**config.mk**
```make
export PLATFORM = sky130hd
export DESIGN_NAME = ripple_add_seq
export DESIGN_NICKNAME = d
export VERILOG_FILES = /design/src/rtl/ripple_add_seq.sv
export SDC_FILE = /design/constraint.sdc
export NUM_CORES = 1
export LEC_CHECK = 0
export ABC_AREA = 1
export BUFFER_PORTS_ARGS = -buffer_cell sky130_fd_sc_hd__buf_2
export CAP_MARGIN = 20
export CORE_MARGIN = 3
export CORE_UTILIZATION = 35
export DETAILED_ROUTE_END_ITERATION = 10
export PLACE_DENSITY = 0.66
export RECOVER_POWER = 50
export SLEW_MARGIN = 20
export SYNTH_ARGS = -nofsm -noshare
export SYNTH_HDL_FRONTEND = slang
export SYNTH_SLANG_ARGS = --single-unit
```
**constraint.sdc**
```tcl
create_clock -name clk -period 3 [get_ports clk]
set_input_delay 0.6 -clock clk [delete_from_list [all_inputs] [get_ports clk]]
set_output_delay 0.6 -clock clk [all_outputs]
set_load 0.1 [all_outputs]
```
**src/rtl/ripple_add_seq.sv**
```systemverilog
// Word-serial wide adder: one DATA_WIDTH-bit ripple-carry adder reused CHUNKS times, LSB chunk first.
// Optional macro RIPPLE_ADD_SEQ_SUB_EN adds in_sub for A-B (two's complement) operation.

module full_adder (
   input  logic a,
   input  logic b,
   input  logic ci,
   output logic s,
   output logic co
);
   assign s  = a ^ b ^ ci;
   assign co = (a & b) | (ci & (a ^ b));
endmodule

module ripple_add_seq #(
   parameter  int DATA_WIDTH = 4,
   parameter  int CHUNKS     = 4,
   localparam int W          = DATA_WIDTH * CHUNKS,
   localparam int IDX_W      = $clog2(CHUNKS)
) (
   input  logic         clk,
   input  logic         rst_n,
   input  logic [W-1:0] in_a,
   input  logic [W-1:0] in_b,
   input  logic         in_ci,
`ifdef RIPPLE_ADD_SEQ_SUB_EN
   input  logic         in_sub,
`endif
   input  logic         in_vld,
   output logic         in_rd,
   output logic [W-1:0] out_s,
   output logic         out_co,
   output logic         out_vld,
   input  logic         out_rd,
   output logic         busy
);

   typedef enum logic [1:0] {IDLE, RUN, DONE} state_t;

   typedef struct packed {
      logic [CHUNKS-1:0][DATA_WIDTH-1:0] a;
      logic [CHUNKS-1:0][DATA_WIDTH-1:0] b;
      logic                              sub;
   } req_t;

   state_t                            state, state_nxt;
   req_t                              req_q;
   logic [IDX_W-1:0]                  idx;
   logic                              carry;
   logic [CHUNKS-1:0][DATA_WIDTH-1:0] sum_q;
   logic                              co_q;
   logic                              last;
   logic                              sub_in;

`ifdef RIPPLE_ADD_SEQ_SUB_EN
   assign sub_in = in_sub;
`else
   assign sub_in = 1'b0;
`endif

   assign last = (idx == IDX_W'(CHUNKS - 1));

   // Shared adder: subtraction feeds the inverted B chunk, chunk-0 carry forced to 1 at accept
   logic [DATA_WIDTH-1:0] add_a, add_b, add_s;
   logic [DATA_WIDTH:0]   add_c;

   assign add_a    = req_q.a[idx];
   assign add_b    = req_q.b[idx] ^ {DATA_WIDTH{req_q.sub}};
   assign add_c[0] = carry;

   for (genvar i = 0; i < DATA_WIDTH; i++) begin : g_fa
      full_adder u_fa (
         .a  (add_a[i]),
         .b  (add_b[i]),
         .ci (add_c[i]),
         .s  (add_s[i]),
         .co (add_c[i+1])
      );
   end

   // State register
   always_ff @(posedge clk or negedge rst_n) begin
      if (!rst_n) state <= IDLE;
      else        state <= state_nxt;
   end

   // Next-state logic
   always_comb begin
      state_nxt = state;
      case (state)
         IDLE:    if (in_vld)  state_nxt = RUN;
         RUN:     if (last)    state_nxt = DONE;
         DONE:    if (out_rd)  state_nxt = IDLE;
         default:              state_nxt = IDLE;
      endcase
   end

   // Outputs decoded from state
   always_comb begin
      in_rd   = (state == IDLE);
      out_vld = (state == DONE);
      busy    = (state != IDLE);
   end

   // Datapath: operand latch, per-chunk result write, inter-chunk carry
   always_ff @(posedge clk or negedge rst_n) begin
      if (!rst_n) begin
         req_q <= '0;
         idx   <= '0;
         carry <= 1'b0;
         sum_q <= '0;
         co_q  <= 1'b0;
      end else begin
         case (state)
            IDLE: if (in_vld) begin
               req_q.a   <= in_a;
               req_q.b   <= in_b;
               req_q.sub <= sub_in;
               carry     <= sub_in ? 1'b1 : in_ci;
               idx       <= '0;
            end
            RUN: begin
               sum_q[idx] <= add_s;
               carry      <= add_c[DATA_WIDTH];
               if (last) begin
                  co_q <= add_c[DATA_WIDTH];
                  idx  <= '0;
               end else begin
                  idx  <= idx + IDX_W'(1);
               end
            end
            default: ;
         endcase
      end
   end

   assign out_s  = sum_q;
   assign out_co = co_q;

endmodule

```
## Word-level counts from Yosys, hierarchy flattened

Index checks and enable logic that the tools add are counted.

- Add/subtract/negate cells: 1
- Magnitude comparators: 2
- Eq/ne operators: 6
- Muxes and demuxes: 16
- Bitwise operators: 20
- Reductions and logical operators: 8

Operators by type and width:

| cell | count |
|---|---|
| $bmux 4 s2 | 2 |
| $bwmux 16 | 1 |
| $mux 4 | 3 |
| $mux 2 | 5 |
| $and 1x1->1 | 8 |
| $demux 4 s2 | 1 |
| $xor 1x1->1 | 8 |
| $pmux 2 s3 | 1 |
| $reduce_and 2->1 | 3 |
| $eq 2x2->1 const B | 2 |
| $ne 2x2->1 const B | 2 |
| $or 1x1->1 | 4 |
| $pmux 2 s2 | 1 |
| $reduce_bool 2->1 | 2 |
| $lt 2x3->1 const B | 1 |
| $reduce_and 3->1 | 1 |
| $add 2x1->2 const B | 1 |
| $eq 2x1->1 const B | 1 |
| $ge 2x1->1 const B | 1 |
| $logic_not 2->1 | 1 |
| $ne 2x1->1 const B | 1 |
| $pmux 1 s2 | 1 |
| $logic_and 1x1->1 | 1 |
| $mux 1 | 1 |

- Register bits: 54
- Output and inout port bits: 20

## Depth between registers and ports, before layout

Gate-level depths: netlist (run 1).

- Depth in word-level cells: 12
- Gate-level depth with buffers: 14
- Gate-level depth less buffers: 13

## Modules after synthesis

A second synthesis (run 1) with hierarchy kept.

- Cells, all modules: 322
- Area total of the unflattened synthesis: 2600.0 um^2

Modules (own cells, without submodules):

| module | times used | cells an instance | area an instance (um^2) | sequential area each (um^2) |
|---|---|---|---|---|
| ripple_add_seq | 1 | 318 | 2519.9 | 1351.3 |
| full_adder | 4 | 1 | 20.0 | 0.0 |

## Worst setup path after synthesis (run 1)

Ideal clock, no wire load.

- Path type: reg2reg
- Start point: register idx[0]
- End point: register sum_q (netlist bit out_s[15])
- Library setup time: 0.067 ns
- Arrival time: 2.459 ns
- Data required time: 2.933 ns
- Slack: 0.474 ns
- Cell stages (with the launch flop): 15
- Buffers on the path: 1
- Period minus slack after synthesis: 2.526 ns
- Cell sequence: dfrtp_1 -> inv_1 -> buf_2 -> nand2_1 -> nand3_1 -> nand2_1 -> fa_1 -> inv_1 -> fa_1 -> fa_1 -> inv_1 -> fa_1 -> inv_1 -> nand2_1 -> nand2_1

- Cells in the longest elaborated chain, start to end: 11

Ends and longest elaborated chain:

| what | RTL line | text |
|---|---|---|
| from (decl) | 48 | `logic [IDX_W-1:0] idx;` |
| from (signal assigned) | 129 | `idx <= idx + IDX_W'(1);` |
| $bmux 4 s2 (on tied branches) | 67, 68 |  |
| $mux 4 (on tied branches) | 67, 68 |  |
| $xor 1x1->1 | 12 | `assign co = (a & b) \| (ci & (a ^ b));` |
| $and 1x1->1 | 12 |  |
| $or 1x1->1 | 12 |  |
| $and 1x1->1 | 12 |  |
| $or 1x1->1 | 12 |  |
| $and 1x1->1 | 12 |  |
| $or 1x1->1 | 12 |  |
| $xor 1x1->1 | 11 | `assign s = a ^ b ^ ci;` |
| $bwmux 16 * | 123 | `sum_q[idx] <= add_s;` |
| to (signal, indexed assignment) | 123 |  |
| to (decl) | 50 | `logic [CHUNKS-1:0][DATA_WIDTH-1:0] sum_q;` |

Mark *: on every way between the ends. The rest lies on a longest branch, timed or not. The select of a mux whose other input is x is not followed.
A chain may end at the register's enable or synchronous reset.

## Final worst setup path (run 1)

- Start point: register idx[0]
- End point: register sum_q (netlist bit out_s[3])

The elaborated chain is that of the path after synthesis.

==> results.md, run 1 <==
* Port Buffers at 56
* Max-slew violations at 0
* Critical-path cell list: clkinvlp_4 -> nand2_1 -> nand3_1 -> nand2_1 -> fa_1 -> inv_1 -> fa_1 -> fa_1 -> inv_1 -> fa_1 -> inv_1 -> nand2_1 -> nand2_1
* Synth Area in Compound Gates at 1.825%
* First-pass GRT wire length at 9.715 mm
* Synth Area in Adders at 4.995%
* Avg Cell Area, Syn at 8.040 um2
* Post-DP HPWL at 4.339 mm
* H-tree depth at 2
* Area leader, netlist: dfrtp_1
* Antenna-violating nets left at 0
* Critical Path Source: idx[0]$_DFFE_PN0P_
* Pre-CTS setup slack at 0.1974 ns
* Vias in the first global route at 2,122
* Status: complete, no violations
* Vias per inst at 4.562
* Die width at 92.27 um
* Worst R2R Setup Slack at 0.28 ns
* Routed len/inst at 12.08 um
* Synth warn at 0
* WP buf/inv at 4
* FF/Latch Area at 1353 um2
* Initial antenna violation count at 0
* Via Count at 2,185
* Worst rel slew slack at 22.86%
* Starting Density at 37.11%
* FMAX at 368.3 MHz
* Setup Viol. Count Final at 0
* Setup tns final at 0 ns
* Clk buf depth at 2
* Seq cells post-synth at 54
* Critical Path Max Stage Delay at 0.45 ns
* Hold_buf cts at 0
* Routed wire length at 5.788 mm
* Fillers at 735
* Proportion of synthesized area in mux cells at 0%
* Worst clock skew at 0.01147 ns
* Mapped Nets at 369
* Cts bufs inserted at 5
* Worst-Margin Slew at 1.162 ns
* CP Launch Type: flop
* Area grow syn2layout at 19.50%
* Post-Synthesis Cell Area at 2605 um2
* Total track usage at 14.30%
* CP top delay family: adder cells
* Sequential area share after synthesis at 51.87%
* Routability cong. at 0.7998
* DRT Pass-1 Iters at 4
* Reg-to-Reg End: out_s[3]$_DFFE_PN0P_
* Worst-path maximum fanout at 10
* DRC at 0
* Die span in y at 92.27 um
* Tmin final at 2.715 ns
* Top cell type's share of synthesized area at 51.87%
* Rows at 30
* Final Hold Vio Count at 0
* Crit Path Class: flop to flop
* CP max-delay cell: dfrtp_2
* Antenna diodes at 0
* CTS tree: yes
* Worst skew pair latency at 0.31 ns
* Final worst path period share at 90.51%
* Largest net degree at the start of global routing at 37
* Synth unique cells at 19
* Clk slew on worst S/H paths at 0.10 ns
* CTS Sinks at 54
* Die area at 8514 um2
* Fin worst setup slack at 0.2847 ns
* Required @ worst endpoint at 3.26 ns
* Main combinational cell family by area after synthesis: simple AND/OR/NAND/NOR gates
* Maxcap violations at 0
* Total gr overflow at 0
* Synth Instances at 324
* Layout cells sized above 1 at 19.58%
* DRT iter0 DRCs at 109
* Synth Area in XOR/XNOR at 0%
* RSZ-0062 raised after global routing: false
* CTS root buf: clkbuf_8
* Hold WC Path Type: input pin to asynchronous set/reset pin
* Arrival @ worst endpoint at 2.97 ns
* Core Area at 7019 um2
* Worst R2R Start: idx[0]$_DFFE_PN0P_
* Crit. End Element: flop
* Depth of the most critical reg-to-reg path at 13
* Top cells by area, synth: dfrtp_1, nand2_1, nand3_1, fa_1, inv_1
* Nets@finish at 427
* I/O pin cnt at 57
* Simple-Gate Fraction of Synth Area at 34.97%
* Multi-input logic area at 1081 um2
[how the worst max path moves through the flow]
stage                     slack (ns)                    end  cells after the start
after floorplan                 0.47  out_s[15]$_DFFE_PN0P_                     14
after global placement          0.34  out_s[15]$_DFFE_PN0P_                     13
after detailed placement        0.20   out_s[3]$_DFFE_PN0P_                     13
after CTS                       0.20   out_s[3]$_DFFE_PN0P_                     13
after global routing            0.09   out_s[3]$_DFFE_PN0P_                     13
final                           0.28   out_s[3]$_DFFE_PN0P_                     13
[cell type report]
type                       count  area share (%)
inverter                      19           2.412
tap                           96           3.859
clock inverter                 2           1.929
timing repair buffer          65           10.97
multi-input combinational    237           34.73
clock buffer                   6           2.653
sequential                    54           43.45
[logic make-up (layout without fill, tap and decap cells)]
| group | Yosys count | in the layout |
|---|---|---|
| AND/OR/NAND/NOR | 222 | 222 |
| flip-flops | 54 | 54 |
| buffers and inverters | 33 | 92 |
| adder cells (fa/ha/maj) | 8 | 8 |
| AO/OA/AOI/OAI | 7 | 7 |
[stage by stage]
step                util [%]  std cells  instance area (um2)  hold WS (ns)
CTS                    44.15        476                 3099        0.2235
finish                 44.35        479                 3113        0.4349
global placement       42.12        468                 2957        0.4517
floorplan                  -        324                 2605        0.3044
detailed placement     42.12        468                 2957        0.4553
global route           44.35        479                 3113        0.4636
[state kept, by name, indices dropped and copies added, names as in the netlist]
register,flops
carry,1
state,2
out_s,16
out_co,1
req_q,32
idx,2
[cells in the final DEF (no fill, tap or decap)]
master | Yosys | routed
nand2_1 | 171 | 172
dfrtp_1 | 54 | 53
buf_2 | 6 | 53
nand3_1 | 42 | 42
inv_1 | 18 | 17
buf_4 | 3 | 8
clkbuf_8 | 0 | 6
nor2_1 | 5 | 5
o211ai_1 | 4 | 4
fa_1 | 4 | 4
ha_1 | 4 | 4
clkbuf_1 | 0 | 3
nor2_4 | 2 | 2
bufinv_16 | 0 | 2
clkinv_1 | 1 | 1
clkinvlp_4 | 0 | 1
o21ai_0 | 1 | 1
nand2_2 | 1 | 1
o21ai_1 | 1 | 1
o31ai_1 | 1 | 1
dfrtp_2 | 0 | 1
clkbuf_2 | 0 | 1
[worst reg2reg max path: stages, from the launching register on]
cell and delay (ns):
dfrtp_2 0.45, clkinvlp_4 0.21, nand2_1 0.10, nand3_1 0.07
nand2_1 0.10, fa_1 0.16, inv_1 0.05, fa_1 0.38
fa_1 0.38, inv_1 0.08, fa_1 0.42, inv_1 0.14
nand2_1 0.07, nand2_1 0.07
[layer usage]
metal,share of wire [%],routed length (um),vias to the layer above,global-route usage (%)
met4,0.92,53,0,2.970
met5,0,0,-,0
met2,47,2718,55,24.09
met1,47,2701,1007,18.90
li1,-,-,1117,-
met3,5.4,314,6,3.199
[cell usage after synthesis, drive strengths merged]
cell    number
ha           4
nand2      173
fa           4
buf         14
nand3       42
o31ai        1
nor2         7
inv         18
clkinv       1
dfrtp       54
o21ai        2
o211ai       4
[what timing repair did]
action | 4_1_cts | 5_1_grt
setup buffers | 0 | 3
resized for setup | 0 | 2
setup endpoints to repair | 0 | 3
Power of run 1 is left out: the tool's default activity adds up to more than one toggle a clock period on the data nets, which glitch-free logic cannot reach.
==> inputs of run 2 (changes only) <==
--- a/config.mk
+++ b/config.mk
@@ -12,7 +12,7 @@
 export CORE_UTILIZATION = 35
 export DETAILED_ROUTE_END_ITERATION = 10
 export PLACE_DENSITY = 0.66
-export RECOVER_POWER = 50
+export RECOVER_POWER = 25
 export SLEW_MARGIN = 20
 export SYNTH_ARGS = -nofsm -noshare
 export SYNTH_HDL_FRONTEND = slang
==> results.md, run 2 (synthesis results as in run 1) <==
* Pre-CTS setup slack at 0.1974 ns
* DRC at 0
* Die span in y at 92.27 um
* Antenna diodes at 0
* Area grow syn2layout at 19.88%
* Total gr overflow at 0
* Worst R2R Setup Slack at 0.28 ns
* CP max-delay cell: dfrtp_2
* H-tree depth at 2
* I/O pin cnt at 57
* Routed wire length at 5.791 mm
* Commonest cells after routing, fill and taps aside: nand2_1, buf_2, dfrtp_1, nand3_1, inv_1
* Crit Path Class: flop to flop
* Critical-path cell list: clkinvlp_4 -> nand2_1 -> nand3_1 -> nand2_1 -> fa_1 -> inv_1 -> fa_1 -> fa_1 -> inv_1 -> fa_1 -> inv_1 -> nand2_1 -> nand2_1
* First-pass GRT wire length at 9.715 mm
* Setup Viol. Count Final at 0
* Tmin final at 2.715 ns
* Routed len/inst at 12.09 um
* Worst clock skew at 0.01148 ns
* Required @ worst endpoint at 3.26 ns
* RSZ-0062 raised after global routing: false
* Core Area at 7019 um2
* Worst-Margin Slew at 1.018 ns
* Starting Density at 37.11%
* Worst hold slack at 0.4349 ns
* CTS Sinks at 54
* Vias in the first global route at 2,122
* Max-slew violations at 0
* CTS tree: yes
* Arrival @ worst endpoint at 2.97 ns
* Largest net degree at the start of global routing at 37
* Setup tns final at 0 ns
* Commonest non-fill, non-tap cell in the layout: nand2_1
* Clk buf depth at 2
* Biggest register: req_q
* Final worst path period share at 90.51%
* Antenna-violating nets left at 0
* Total track usage at 14.30%
* Die area at 8514 um2
* DRT iter0 DRCs at 109
* DRT Pass-1 Iters at 4
* Status: complete, no violations
* CTS root buf: clkbuf_8
* Nets@finish at 427
* Worst skew pair latency at 0.31 ns
* Fin worst setup slack at 0.2847 ns
* Via Count at 2,188
* Reg-to-Reg End: out_s[3]$_DFFE_PN0P_
* Port Buffers at 56
* Worst-path maximum fanout at 10
* Layout cells sized above 1 at 20.37%
* CP Launch Type: flop
* Hold_buf cts at 0
* Routability cong. at 0.7998
* Worst R2R Start: idx[0]$_DFFE_PN0P_
* Hold WC Path Type: input pin to asynchronous set/reset pin
* Critical Path Max Stage Delay at 0.45 ns
* Placed inst area at 2957 um2
* Design area at 3123 um2
* Rows at 30
* Maxcap violations at 0
* Cts bufs inserted at 5
* FMAX at 368.3 MHz
* Die width at 92.27 um
* Final Hold Vio Count at 0
* Vias per inst at 4.568
* Max reg flops at 32
* Initial antenna violation count at 0
* Depth of the most critical reg-to-reg path at 13
* Worst rel slew slack at 32.16%
* Clk slew on worst S/H paths at 0.10 ns
* Post-DP HPWL at 4.339 mm
* Crit. End Element: flop
-- run 2: repair_timing --
action                                 in CTS  in global routing
endpoints found under the hold margin       0                  0
gates resized for setup                     0                  2
buffers inserted                            0                  3
setup endpoints to repair                   0                  3
-- run 2: worst max-delay path: cells and delay by family (launching register included) --
family | cells | cell delay, ns
flip-flops | 1 | 0.45
buffers and inverters | 4 | 0.48
adder cells (fa/ha/maj) | 4 | 1.34
AND/OR/NAND/NOR | 5 | 0.41
-- run 2: cell type report --
class | count | area, um2
clock inverters | 2 | 60.06
well taps | 96 | 120.1
clock buffers | 6 | 82.58
inverters | 19 | 75.07
multi-input cells | 237 | 1089
repair buffers | 65 | 344.1
flip-flops and latches | 54 | 1353
fillers | 733 | 3896
-- run 2: worst max path at each step --
stage                  startpoint               endpoint  cells past startpoint
2_1_floorplan  idx[0]$_DFFE_PN0P_  out_s[15]$_DFFE_PN0P_                     14
3_3_place_gp   idx[0]$_DFFE_PN0P_  out_s[15]$_DFFE_PN0P_                     13
3_5_place_dp   idx[0]$_DFFE_PN0P_   out_s[3]$_DFFE_PN0P_                     13
4_1_cts        idx[0]$_DFFE_PN0P_   out_s[3]$_DFFE_PN0P_                     13
5_1_grt        idx[0]$_DFFE_PN0P_   out_s[3]$_DFFE_PN0P_                     13
6_report       idx[0]$_DFFE_PN0P_   out_s[3]$_DFFE_PN0P_                     13
-- run 2: metrics by stage --
stage	util, %	instances
6_report	44.49	479
5_1_grt	44.49	479
4_1_cts	44.15	476
3_5_place_dp	42.12	468
3_3_place_gp	42.12	468
2_1_floorplan	-	324
-- run 2: routing by layer --
metal / up-vias / global-route usage (%) / routed length, um
met5: - / 0 / 0
li1: 1117 / - / -
met2: 55 / 24.09 / 2722
met4: 0 / 2.970 / 53
met1: 1010 / 18.90 / 2701
met3: 6 / 3.199 / 313
Power of run 2 is left out for the same reason.
